## config.mk

```make
export PLATFORM = sky130hd
export DESIGN_NAME = display_scan_ctrl
export DESIGN_NICKNAME = d
export VERILOG_FILES = /design/src/rtl/display_scan_ctrl.sv
export SDC_FILE = /design/constraint.sdc
export NUM_CORES = 1
export LEC_CHECK = 0
export CAP_MARGIN = 5
export CORE_MARGIN = 2
export CORE_UTILIZATION = 50
export DETAILED_ROUTE_END_ITERATION = 10
export GPL_ROUTABILITY_DRIVEN = 0
export MAX_ROUTING_LAYER = met4
export PLACE_DENSITY = 0.72
export SLEW_MARGIN = 40
export SYNTH_ARGS = -nofsm -noshare
export SYNTH_HDL_FRONTEND = slang
export SYNTH_SLANG_ARGS = --single-unit
```

## constraint.sdc

```tcl
create_clock -name clk -period 5.25 [get_ports clk]
set_input_delay 1.05 -clock clk [delete_from_list [all_inputs] [get_ports clk]]
set_output_delay 1.05 -clock clk [all_outputs]
set_load 0.01 [all_outputs]
```

## src/rtl/display_scan_ctrl.sv

```systemverilog
// display_scan_ctrl
//   Time-multiplexed scan controller for a 4-digit seven-segment display.
//   It drives the select/enable inputs of a 2-to-4 active-low digit decoder
//   and presents the hex nibble of the currently selected digit to the
//   segment encoder.
//
//   New values are staged in a pending register and only reach the display
//   at a frame boundary, so a frame never mixes old and new digits.
//
//   Each digit slot begins with a short blanking interval to avoid ghosting.
//   A digit can be suppressed by its mask bit or by leading-zero blanking.
//
// Ports
//   clk          system clock, rising edge
//   resetn       synchronous active-low reset
//   run          1 = scan, 0 = idle with all digits off
//   load         capture value_in this cycle
//   value_in     four hex digits, [3:0] = digit 0 ... [15:12] = digit 3
//   digit_mask   bit i enables digit i
//   lz_suppress  1 = blank leading zero digits (digit 0 is never blanked)
//   sel_a        digit index MSB (decoder A)
//   sel_b        digit index LSB (decoder B)
//   sel_en       decoder enable, 0 = all digits off
//   nibble       hex value of the selected digit
//   frame_done   one-cycle pulse when the digit 3 slot ends
module display_scan_ctrl #(
    parameter int DIV_WIDTH    = 16,
    parameter int DIV_MAX      = 49999,
    parameter int BLANK_CYCLES = 100
) (
    input  logic        clk,
    input  logic        resetn,
    input  logic        run,
    input  logic        load,
    input  logic [15:0] value_in,
    input  logic [3:0]  digit_mask,
    input  logic        lz_suppress,
    output logic        sel_a,
    output logic        sel_b,
    output logic        sel_en,
    output logic [3:0]  nibble,
    output logic        frame_done
);

    typedef enum logic [1:0] {IDLE, BLANK, SHOW} state_t;

    localparam logic [DIV_WIDTH-1:0] CNT_MAX    = DIV_WIDTH'(DIV_MAX);
    // With no blanking interval a slot starts directly in SHOW.
    localparam state_t               SLOT_START = (BLANK_CYCLES == 0) ? SHOW : BLANK;

    state_t               state, state_nxt;
    logic [DIV_WIDTH-1:0] cnt, cnt_nxt;
    logic [1:0]           idx, idx_nxt;
    logic [15:0]          disp_reg, disp_nxt;
    logic [15:0]          pend_reg, pend_nxt;
    logic                 pend_valid, pend_valid_nxt;
    logic                 frame_done_nxt;
    logic                 sel_en_nxt;
    logic [3:0]           nibble_nxt;

    // A digit is lit when its mask bit is set and it is not a leading zero.
    // Leading zero: digit i (i != 0) and every digit from i up to 3 is zero.
    function automatic logic digit_lit(input logic [1:0]  i,
                                       input logic [15:0] v,
                                       input logic [3:0]  mask,
                                       input logic        lz);
        logic upper_zero;
        upper_zero = 1'b1;
        for (int j = 0; j < 4; j++) begin
            if (j >= int'(i) && v[4*j +: 4] != 4'h0) begin
                upper_zero = 1'b0;
            end
        end
        return mask[i] && !(lz && (i != 2'd0) && upper_zero);
    endfunction

    always_comb begin
        state_nxt      = state;
        cnt_nxt        = cnt;
        idx_nxt        = idx;
        disp_nxt       = disp_reg;
        pend_nxt       = pend_reg;
        pend_valid_nxt = pend_valid;
        frame_done_nxt = 1'b0;

        if (load) begin
            pend_nxt       = value_in;
            pend_valid_nxt = 1'b1;
        end

        case (state)
            IDLE: begin
                cnt_nxt = '0;
                idx_nxt = 2'd0;
                // Nothing is being scanned, so a pending value can go straight in.
                if (pend_valid) begin
                    disp_nxt       = pend_reg;
                    pend_valid_nxt = load;
                end
                if (run) begin
                    state_nxt = SLOT_START;
                end
            end
            default: begin
                if (!run) begin
                    state_nxt = IDLE;
                    cnt_nxt   = '0;
                    idx_nxt   = 2'd0;
                end else if (cnt == CNT_MAX) begin
                    cnt_nxt   = '0;
                    idx_nxt   = idx + 2'd1;
                    state_nxt = SLOT_START;
                    if (idx == 2'd3) begin
                        frame_done_nxt = 1'b1;
                        // Frame boundary commit; a load on this very edge wins.
                        if (load) begin
                            disp_nxt       = value_in;
                            pend_valid_nxt = 1'b0;
                        end else if (pend_valid) begin
                            disp_nxt       = pend_reg;
                            pend_valid_nxt = 1'b0;
                        end
                    end
                end else begin
                    cnt_nxt   = cnt + 1'b1;
                    state_nxt = ((int'(cnt) + 1) >= BLANK_CYCLES) ? SHOW : BLANK;
                end
            end
        endcase

        // Outputs are registered from the next-state values so idx, nibble
        // and sel_en all change on the same edge.
        sel_en_nxt = (state_nxt == SHOW) &&
                     digit_lit(idx_nxt, disp_nxt, digit_mask, lz_suppress);
        nibble_nxt = disp_nxt[4*idx_nxt +: 4];
    end

    always_ff @(posedge clk) begin
        if (!resetn) begin
            state      <= IDLE;
            cnt        <= '0;
            idx        <= 2'd0;
            disp_reg   <= 16'h0000;
            pend_reg   <= 16'h0000;
            pend_valid <= 1'b0;
            sel_a      <= 1'b0;
            sel_b      <= 1'b0;
            sel_en     <= 1'b0;
            nibble     <= 4'h0;
            frame_done <= 1'b0;
        end else begin
            state      <= state_nxt;
            cnt        <= cnt_nxt;
            idx        <= idx_nxt;
            disp_reg   <= disp_nxt;
            pend_reg   <= pend_nxt;
            pend_valid <= pend_valid_nxt;
            sel_a      <= idx_nxt[1];
            sel_b      <= idx_nxt[0];
            sel_en     <= sel_en_nxt;
            nibble     <= nibble_nxt;
            frame_done <= frame_done_nxt;
        end
    end

endmodule

```

After elaboration in Yosys (flattened, before gate mapping)
Index checks and enable logic that the tools add are counted.

Latch bits: 0. ROM bits: 0. Bits of input ports: 25. Register bits after elaboration: 61. Word-level logic and storage cells: 71. RAM bits: 0. Memories kept: 0. Output and inout bits: 8.

Magnitude comparators: 5. Div/mod/pow operators: 0. $add $sub $neg: 3. Shift operators: 1. Multipliers: 0. Multiplexer cells: 29. Bitwise operators: 3. Reductions and logical operators: 16. Equal/unequal tests: 3.

Operator list (number): two-way mux 16 bit (6); adder 16 x 1 -> 17 bit, second input constant (1); >= comparator 17 x 7 -> 1 bit, second input constant (1); adder 16 x 1 -> 16 bit, second input constant (1); == test 16 bit, second input constant (1); two-way mux 2 bit (8); nonzero test 4 bit (4); indexed part select 16 x 5 -> 4 bit (1); two-way mux 1 bit (14); OR reduction 4 bit (2); logical AND 1 bit (7); == test 2 bit, second input constant (2); >= comparator 1 x 2 -> 1 bit, first input constant (2); less-than comparator 2 x 3 -> 1 bit, second input constant (1); NOT 1 bit (3); adder 2 x 1 -> 2 bit, second input constant (1); binary-select mux 1 bit (select 2 bit) (1); >= comparator 2 bit, first input constant (1); logical NOT 2 bit (1); nonzero test 2 bit (1); logical NOT 1 bit (1).

Logic depth before layout (Yosys ltp)
Gate-level depths: netlist of run 1.

Word-level depth: 16. Depth in mapped cells: 10. Depth with buffers taken out: 9.

Worst setup path after synthesis of run 1
No wires, ideal clock.

Kind: input to register. From: in load. To: reg sel_en. Stages: 9. Path slack: 2.431 ns. Data required time: 5.134 ns. Arrival time: 2.703 ns. Setup time: 0.116 ns. Buffers on the path: 1. Path through: buf_2 o21ai_0 a21oi_1 a21oi_1 a221oi_1 nand2_1 o31ai_1 a22oi_2 o211a_1.

Word-level cells in the longest chain between the ends: 15. Elaborated cells between the ends (all ways): 20. Those cells by class: mux: 9; reduce/logical: 11.

RTL lines: start: declaration (line 34) `input logic load,`; two-way mux 16 bit * (line 116) `if (load) begin`; two-way mux 16 bit * (line 113) `if (idx == 2'd3) begin`; two-way mux 16 bit * (line 109) `end else if (cnt == CNT_MAX) begin`; two-way mux 16 bit * (line 105) `if (!run) begin`; two-way mux 16 bit * (line 91) `case (state)`; nonzero test 4 bit (line 70) `if (j >= int'(i) && v[4*j +: 4] != 4'h0) begin`; logical AND 1 bit (line 70); two-way mux 1 bit (3 in series) (line 70); two-way mux 1 bit * (line 70); logical AND 1 bit * (line 74) `return mask[i] && !(lz && (i != 2'd0) && upper_zero);`; logical NOT 1 bit * (line 74); logical AND 1 bit * (line 74); logical AND 1 bit * (line 133) `sel_en_nxt = (state_nxt == SHOW) &&`; end signal: assignment (line 160) `sel_en <= sel_en_nxt;`; end: declaration (line 40) `output logic sel_en,`.

Every way passes the cells marked *; elsewhere a longest branch is shown, timed or not. A chain may end at the register's enable or synchronous reset.

Worst setup path in the final report of run 1
Same ends and word-level chain as after synthesis.

==> results of run 1 <==
worst max-delay path, cell delays in order:
cell and delay [ns]:
clkdlybuf4s50_1 0.91, o21ai_0 0.34, a21oi_1 0.35, a21oi_1 0.12
a221oi_1 0.44, nand2_1 0.15, o31ai_1 0.27, a22oi_2 0.12
o211a_1 0.22
power groups by stage:
stage	Clock, mW	Sequential, mW	Combinational [mW]
4_1_cts	0.447	0.471	0.0893
5_1_grt	0.471	0.473	0.0972
2_1_floorplan	0	0.478	0.0516
6_report	0.441	0.472	0.0895
3_5_place_dp	0	0.481	0.0885
3_3_place_gp	0	0.481	0.0865
area by class of cell:
class	instances	area, um^2
fill	503	2300
multi-input combinational	250	1700
timing repair buffer	34	335
sequential	59	1180
tap	75	93.8
inverter	8	30.0
clock inverter	6	80.1
clock buffer	10	128
how the worst min path moves through the flow:
stage	startpoint	to	slack, ns	cells past startpoint
after floorplan	pend_reg[10]	pend_reg[10]	0.45	2
after CTS	pend_reg[8]	pend_reg[8]	0.48	2
after global placement	pend_reg[8]	pend_reg[8]	0.46	2
final	pend_reg[8]	pend_reg[8]	0.48	2
after global routing	pend_reg[10]	pend_reg[10]	0.51	2
after detailed placement	pend_reg[8]	pend_reg[8]	0.47	2
metrics by stage:
step	std cells	utilization	hold slack [ns]	worst slack, ns	instance area (um^2)
final	442	0.606	0.485	1.49	3550
after global placement	426	0.568	0.460	1.34	3320
after CTS	442	0.606	0.480	1.54	3550
after global routing	442	0.606	0.515	1.25	3550
after floorplan	339	-	0.451	2.43	2990
after detailed placement	426	0.571	0.470	1.19	3340
routing by layer:
| layer | GRT usage | wire length, um | vias up | part of all wire |
|---|---|---|---|---|
| met5 | - | 0 | - | 0 |
| li1 | - | - | 1260 | - |
| met1 | 0.328 | 3470 | 1185 | 0.48 |
| met4 | 0.102 | 119 | 0 | 0.016 |
| met3 | 0.0467 | 398 | 12 | 0.055 |
| met2 | 0.350 | 3270 | 91 | 0.45 |
cell families (layout without fill, tap and decap cells):
| kind of cell | Yosys count | after routing |
|---|---|---|
| adder cells (fa/ha/maj) | 4 | 4 |
| AND/OR/NAND/NOR | 145 | 145 |
| AO/OA/AOI/OAI | 63 | 63 |
| buffers and inverters | 30 | 58 |
| multiplexers | 21 | 21 |
| flip-flops | 59 | 59 |
| XOR/XNOR | 17 | 17 |
layout by cell type (no fill, tap or decap), drive strengths merged, types with 11 or more instances in the layout:
cell,Yosys,layout
nor2b,16,16
nor2,40,40
nand3,11,11
clkdlybuf4s50,0,32
dfxtp,59,59
a21oi,12,12
and2,12,12
mux2i,19,19
xnor2,12,12
nand2,26,26
==> out/qor.yml, run 1 <==
run_status:
  status: "finished, final reports clean"
logic_synthesis:
  syn-cell-area_um2: 2990
  synth-edff-count: 0
  synthTopCellsByArea: "dfxtp_1, mux2i_1, nor2_1"
  synthAdderAreaFrac: 0.0159
  synthTopCellsByCount: "dfxtp_1, nor2_1, nand2_1, mux2i_1, nor2b_1"
  synth_top_family_by_area: "simple AND/OR/NAND/NOR gates"
  syn_avg_cell_area_um2: 8.83
  synthMuxAreaShare: 0.0711
  yosys.area_share.xor_xnor: 0.0497
  yosysMostFrequentCell: "dfxtp_1"
  ys_types: 55
  synth_cells: 339
  async_flop_share: 0
  ys_ff_latch: 59
  yosysTopAreaCell: "dfxtp_1"
  yosysWarningCount: 0
  synth_compound_area_frac: 0.159
  yosys.area_share.simple: 0.267
  synth-seq-area-share: 0.395
  netlist.area_leader.share: 0.395
  syn-num-nets: 367
  synth_ff_type: "dfxtp_1"
global_routing:
  grtUsageTotal: 0.241
  grt_pass1_vias: 2376
  grt_pass1_wl_mm: 11.6
  grt_max_degree: 24
  grt_overflow: 0
  antenna_found_initial: 0
floorplanning:
  ioPinCount: 33
  initial_core_util: 0.512
  dieArea_um2: 6620
  core_um2: 5850
  die_h_um: 81.4
  core.rowCount: 28
  die_w_um: 81.4
sta:
  setup_tns_ns: 0
  worst_slew_pin_slew_ns: 0.741
  period_needed_ns: 3.76
  slew_headroom: 0.504
  fin_skew_ns: 0.00930
  setup_viol: 0
  rsz0062_at_grt: "false"
  slew_violations: 0
  hold_viol: 0
  fin_crit_sh: 0.716
  clock.fmax_ghz: 0.266
clocking:
  clk_path_buf_depth: 2
  ctsResizeCount: 0
  clock_latency_ns: 0.34
  root_buffer: "clkbuf_8"
  clkSinkCount: 59
  path_clk_slew_ns: 0.06
  cts_setup_buffers: 0
  cts_tree: "yes"
  cts-buffers-inserted: 9
  hold_buffers: 0
  htree_levels: 3
place:
  place_hpwl_mm: 5.11
  io_buffers: 32
drt:
  drt-total-wl_mm: 7.26
  ant_nets: 0
  vias_per_cell: 5.76
  wl_per_cell_um: 16.4
  drt_iter0_drc: 203
  dr.pass1.iters: 5
  drc_errors: 0
  vias: 2548
critical_path:
  reg2reg_from: "cnt[0]"
  worstSetupEndpoint: "sel_en"
  crit_start: "load"
  cp.required_ns: 5.48
  r2r_slack_ns: 2.34
  regToRegEndpoint: "sel_en"
  cp_max_fo: 13
  setup.worst_path.end_class: "flip-flop"
  worst_setup_path_start_kind: "input port"
  r2r_cells: 9
  path_class: "in2reg"
  arrival_ns: 3.98
pwr:
  vdd_drop_max_mv: 0.204
  seqPwrFrac: 0.471
  switching_share: 0.230
  switchingPower_mw: 0.231
  pwr-share-clk: 0.440
  p_leak_nw: 1.30
  internal-power_mw: 0.772
  total_power_mw: 1.00
  pwr-share-comb: 0.089
  power_density_nw_per_um2: 283
cells_and_area:
  finalNetCount: 390
  syn_to_final_growth_pct: 18.5
  antenna_cells: 0
  drive_gt1_frac: 0.101
worst_hold_path:
  hp-class: "reg2reg"
run:
  drv_cap: 0
Power figures use the tool's default switching activity.
==> run 2, diff against run 1 <==
==> constraint.sdc (replaced) <==
create_clock -name clk -period 3.6 [get_ports clk]
set_input_delay 0.72 -clock clk [delete_from_list [all_inputs] [get_ports clk]]
set_output_delay 0.72 -clock clk [all_outputs]
set_load 0.01 [all_outputs]
==> out/qor.yml, run 2 (synthesized netlist as in run 1, its figures left out) <==
run_status:
  status: "finished, final reports clean"
cells_and_area:
  final_cell_area_um2: 3570  # +0.67%
  syn_to_final_growth_pct: 19.3
  antenna_cells: 0  # unchanged
  layout.cells.non_filler: 447  # +1.1%
  finish.utilization: 0.610  # +0.00406
  final_cell_mix: "dfxtp_1, nor2_1, clkdlybuf4s50_1"
  final_common_cell: "dfxtp_1"
  finalNetCount: 395  # +1.3%
  drive_gt1_frac: 0.108  # +0.00671
  fill_cells: 510  # +1.4%
place:
  dp.cells: 431  # +1.2%
  io_buffers: 32  # unchanged
  place_hpwl_mm: 4.92  # -3.6%
  post_dp_cell_area_um2: 3360  # +0.67%
pwr:
  power_density_nw_per_um2: 411  # +45%
  p_leak_nw: 1.30  # about the same
  vdd_drop_max_mv: 0.258  # +26%
global_routing:
  grt_pass1_wl_mm: 11.4  # -2.3%
  grt_pass1_vias: 2386  # +0.42%
  grt_max_degree: 27  # +13%
  antenna_found_initial: 0  # unchanged
  grt_overflow: 0  # unchanged
  grtUsageTotal: 0.239  # -0.00210
sta:
  period_needed_ns: 2.86
  fin_skew_ns: 0.00712  # -0.00218 ns
  slew_headroom: 0.595  # +0.0914
  setup_viol: 0  # unchanged
  setup_tns_ns: 0  # unchanged
  rsz0062_at_grt: "false"
  fin_crit_sh: 0.795
  hold_viol: 0  # unchanged
  clock.fmax_ghz: 0.349
  worst_slew_pin_slew_ns: 0.605  # -0.136 ns
  slew_violations: 0  # unchanged
critical_path:
  arrival_ns: 3.09  # -0.89 ns
  cp.required_ns: 3.83  # -1.65 ns
  r2r_cells: 9  # unchanged
  worst_setup_path_start_kind: "flip-flop"
  crit_start: "cnt[0]"
  setup.worst_path.end_class: "flip-flop"
  cp_max_fo: 9  # -4
  path_class: "reg2reg"
  reg2reg_from: "cnt[0]"
clocking:
  clkSinkCount: 59  # unchanged
  hold_buffers: 0  # unchanged
  root_buffer: "clkbuf_8"
  cts_tree: "yes"
  ctsResizeCount: 0  # unchanged
  path_clk_slew_ns: 0.07  # about the same
  cts-buffers-inserted: 9  # unchanged
  cts_setup_buffers: 0  # unchanged
  htree_levels: 3  # unchanged
  clock_latency_ns: 0.33  # about the same
  clk_path_buf_depth: 2  # unchanged
floorplanning:
  dieArea_um2: 6620  # unchanged
  die_h_um: 81.4  # unchanged
  initial_core_util: 0.512  # unchanged
  die_w_um: 81.4  # unchanged
  core_um2: 5850  # unchanged
  core.rowCount: 28  # unchanged
  ioPinCount: 33  # unchanged
drt:
  wl_per_cell_um: 15.8  # -4.0%
  vias_per_cell: 5.65  # -2.0%
  drt-total-wl_mm: 7.05  # -2.9%
  drc_errors: 0  # unchanged
  ant_nets: 0  # unchanged
  drt_iter0_drc: 174  # -14%
  vias: 2524  # -0.94%
  dr.pass1.iters: 4  # -1
worst_hold_path:
  hold-path-cell-count: 2  # unchanged
  hp-start: "pend_reg[8]"
  hp-class: "reg2reg"
run:
  drv_cap: 0  # unchanged
[run 2: per-layer routing]
layer  vias to the layer above  track usage  part of all wire
met5                         -            -                 0
met3                        19       0.0444             0.049
met4                         0        0.142             0.035
met2                        71        0.353              0.45
met1                      1168        0.304              0.46
li1                       1266            -                 -
[run 2: power by group]
group | switching (mW) | internal (mW)
Combinational | 0.0666 | 0.0685
Clock | 0.259 | 0.388
Sequential | 0.0107 | 0.674
[run 2: critical path, stage by stage (launching register included)]
cell and delay, ns:
dfxtp_1 0.40, ha_1 0.28, and3_1 0.24, and4_1 0.40, a21oi_1 0.26, o21a_1 0.23, a221oi_1 0.40, and4_1 0.29
a22oi_2 0.05, o211a_1 0.20
[run 2: layout make-up]
| type | count | area [um^2] | area share |
|---|---|---|---|
| well taps | 75 | 93.8 | 0.0263 |
| clock inverters | 5 | 77.6 | 0.0217 |
| clock buffers | 11 | 131 | 0.0368 |
| inverters | 8 | 30.0 | 0.00841 |
| flip-flops and latches | 59 | 1180 | 0.331 |
| multi-input cells | 250 | 1680 | 0.472 |
| repair buffers | 39 | 373 | 0.104 |
[run 2: final timing paths]
check                end  slack, ns
min          pend_reg[8]       0.48
max reg2reg       sel_en       0.74
max               sel_en       0.74
min reg2reg  pend_reg[8]       0.48
[run 2: per-stage QoR]
stage | setup slack, ns | total power, mW | hold slack [ns]
5_1_grt | 0.481 | 1.52 | 0.499
2_1_floorplan | 1.11 | 0.773 | 0.451
6_report | 0.738 | 1.47 | 0.475
4_1_cts | 0.792 | 1.48 | 0.476
3_5_place_dp | 0.490 | 0.832 | 0.464
3_3_place_gp | 0.554 | 0.830 | 0.459
==> run 3, diff against run 2 <==
==> constraint.sdc (replaced) <==
create_clock -name clk -period 2.65 [get_ports clk]
set_input_delay 0.53 -clock clk [delete_from_list [all_inputs] [get_ports clk]]
set_output_delay 0.53 -clock clk [all_outputs]
set_load 0.01 [all_outputs]
==> out/qor.yml, run 3 (synthesized netlist as in run 1, its figures left out) <==
run_status:
  status: "finished, final reports clean"
global_routing:
  grt_pass1_wl_mm: 11.9  # +4.9%
  grtUsageTotal: 0.248  # +0.00884
  grt_use_met1: 0.315  # +0.0111
  use_met2: 0.375  # +0.0221
  grtUsageMet3: 0.0478  # +0.00333
  grt_pass1_vias: 2520  # +5.6%
  antenna_found_initial: 0  # unchanged
  top_usage_layer: "met2"
  grt_max_degree: 23  # -15%
  grt_overflow: 0  # unchanged
pwr:
  power_density_nw_per_um2: 513  # +25%
  p_leak_nw: 1.52  # +17%
  vdd_drop_max_mv: 0.344  # +33%
  total_power_mw: 2.01  # +37%
worst_hold_path:
  hp-start: "pend_reg[8]"
  hp-class: "reg2reg"
  whs_endpoint: "pend_reg[8]"
  hold-path-cell-count: 2  # unchanged
sta:
  rsz0062_at_grt: "true"
  setup_viol: 0  # unchanged
  slew_headroom: 0.607  # +0.0118
  hold_viol: 0  # unchanged
  slew_violations: 0  # unchanged
  setup_tns_ns: 0  # unchanged
  hold_ws_ns: 0.479  # +0.00377 ns
  fin_crit_sh: 0.951  # +0.156
  period_needed_ns: 2.52  # -0.342 ns
  worst_slew_pin_slew_ns: 0.587  # -0.0182 ns
  clock.fmax_ghz: 0.397  # +14%
  fin_skew_ns: 0.00785  # +0.000725 ns
place:
  io_buffers: 32  # unchanged
  place_hpwl_mm: 5.53  # +12%
  dp.cells: 467  # +8.4%
clocking:
  cts-buffers-inserted: 9  # unchanged
  clk_path_buf_depth: 2  # unchanged
  clkSinkCount: 59  # unchanged
  clock_latency_ns: 0.34  # about the same
  path_clk_slew_ns: 0.06  # about the same
  htree_levels: 3  # unchanged
  cts_tree: "yes"
  root_buffer: "clkbuf_8"
run:
  drv_cap: 0  # unchanged
critical_path:
  path_class: "reg2reg"
  r2r_cells: 10  # +1
  cp_max_fo: 5  # -4
  worst_setup_path_start_kind: "flip-flop"
  crit_path_cell_trace: "ha_2 -> buf_4 -> nand3_1 -> or3_4 -> nor3_2 -> nand2_1 -> o211ai_1 -> buf_4 -> nand2_1 -> a311oi_1"
  setup.worst_path.end_class: "flip-flop"
  reg2reg_from: "cnt[0]"
  r2r_slack_ns: 0.13  # -0.61 ns
  cpMaxStageDelayCell: "or3_4"
  cp.required_ns: 2.90  # -0.93 ns
  slowest_delay_ns: 0.40  # about the same
  regToRegEndpoint: "nibble[2]"
  arrival_ns: 2.78  # -0.31 ns
drt:
  vias: 2768  # +9.7%
  drt_iter0_drc: 235  # +35%
  ant_nets: 0  # unchanged
  dr.pass1.iters: 6  # +2
  vias_per_cell: 5.70  # +0.87%
  drt-total-wl_mm: 7.80  # +11%
  wl_per_cell_um: 16.0  # +1.7%
  drc_errors: 0  # unchanged
floorplanning:
  ioPinCount: 33  # unchanged
  core_um2: 5850  # unchanged
  dieArea_um2: 6620  # unchanged
  initial_core_util: 0.512  # unchanged
  die_w_um: 81.4  # unchanged
  die_h_um: 81.4  # unchanged
  core.rowCount: 28  # unchanged
cells_and_area:
  antenna_cells: 0  # unchanged
  syn_to_final_growth_pct: 31.3
  final_cell_mix: "dfxtp_1, buf_4, nor2_1"
  finalNetCount: 435  # +10%
  drive_gt1_frac: 0.217  # +0.109
  final_common_cell: "dfxtp_1"
  finish.utilization: 0.672  # +0.0614
  layout.cells.non_filler: 486  # +8.7%
[run 3: area by class of cell]
cell class | count | area, um^2
clock buffers | 14 | 183
clock inverters | 1 | 30.0
fillers | 441 | 1920
inverters | 8 | 30.0
multi-input cells | 250 | 1740
flip-flops and latches | 59 | 1180
well taps | 75 | 93.8
repair buffers | 79 | 673
[run 3: what timing repair did]
item	in CTS	in global routing
gates resized for setup	1	9
pin swaps	0	2
hold buffers	0	0
buffers inserted	0	4
endpoints found under the setup margin	1	5
[run 3: worst max-delay path by stage]
stage | endpoint | slack [ns] | startpoint | depth (start not counted)
floorplan | sel_en | 0.30 | cnt[0] | 10
global placement | nibble[3] | -0.12 | load | 9
detailed placement | sel_en | -0.13 | load | 8
CTS | sel_en | 0.1 | cnt[1] | 10
global route | nibble[2] | -0.04 | cnt[1] | 10
finish | nibble[2] | 0.13 | cnt[0] | 10
[run 3: power breakdown]
part           total, mW  leakage (nW)  internal (mW)  switching, mW
logic              0.208         0.934          0.110         0.0976
registers          0.933         0.481          0.916         0.0167
clock network      0.874         0.109          0.532          0.341
total               2.01          1.52           1.56          0.456
[run 3: critical path: cells and delay by family (launching register included)]
kind / cells / cell delay, ns
AO/OA/AOI/OAI: 2 / 0.60
adder cells (fa/ha/maj): 1 / 0.21
buffers and inverters: 2 / 0.30
flip-flops: 1 / 0.34
AND/OR/NAND/NOR: 5 / 0.97
[run 3: stage by stage]
stage | setup WS [ns] | area (um^2)
finish | 0.130 | 3930
floorplan | 0.296 | 2990
CTS | 0.0983 | 3860
global placement | -0.116 | 3630
global route | -0.0417 | 3930
detailed placement | -0.129 | 3630
[run 3: routing by layer]
metal,part of all wire,up-vias,wire (um)
li1,-,1336,-
met1,0.44,1297,3440
met2,0.46,111,3590
met3,0.063,24,493
met4,0.035,0,274
met5,0,-,0
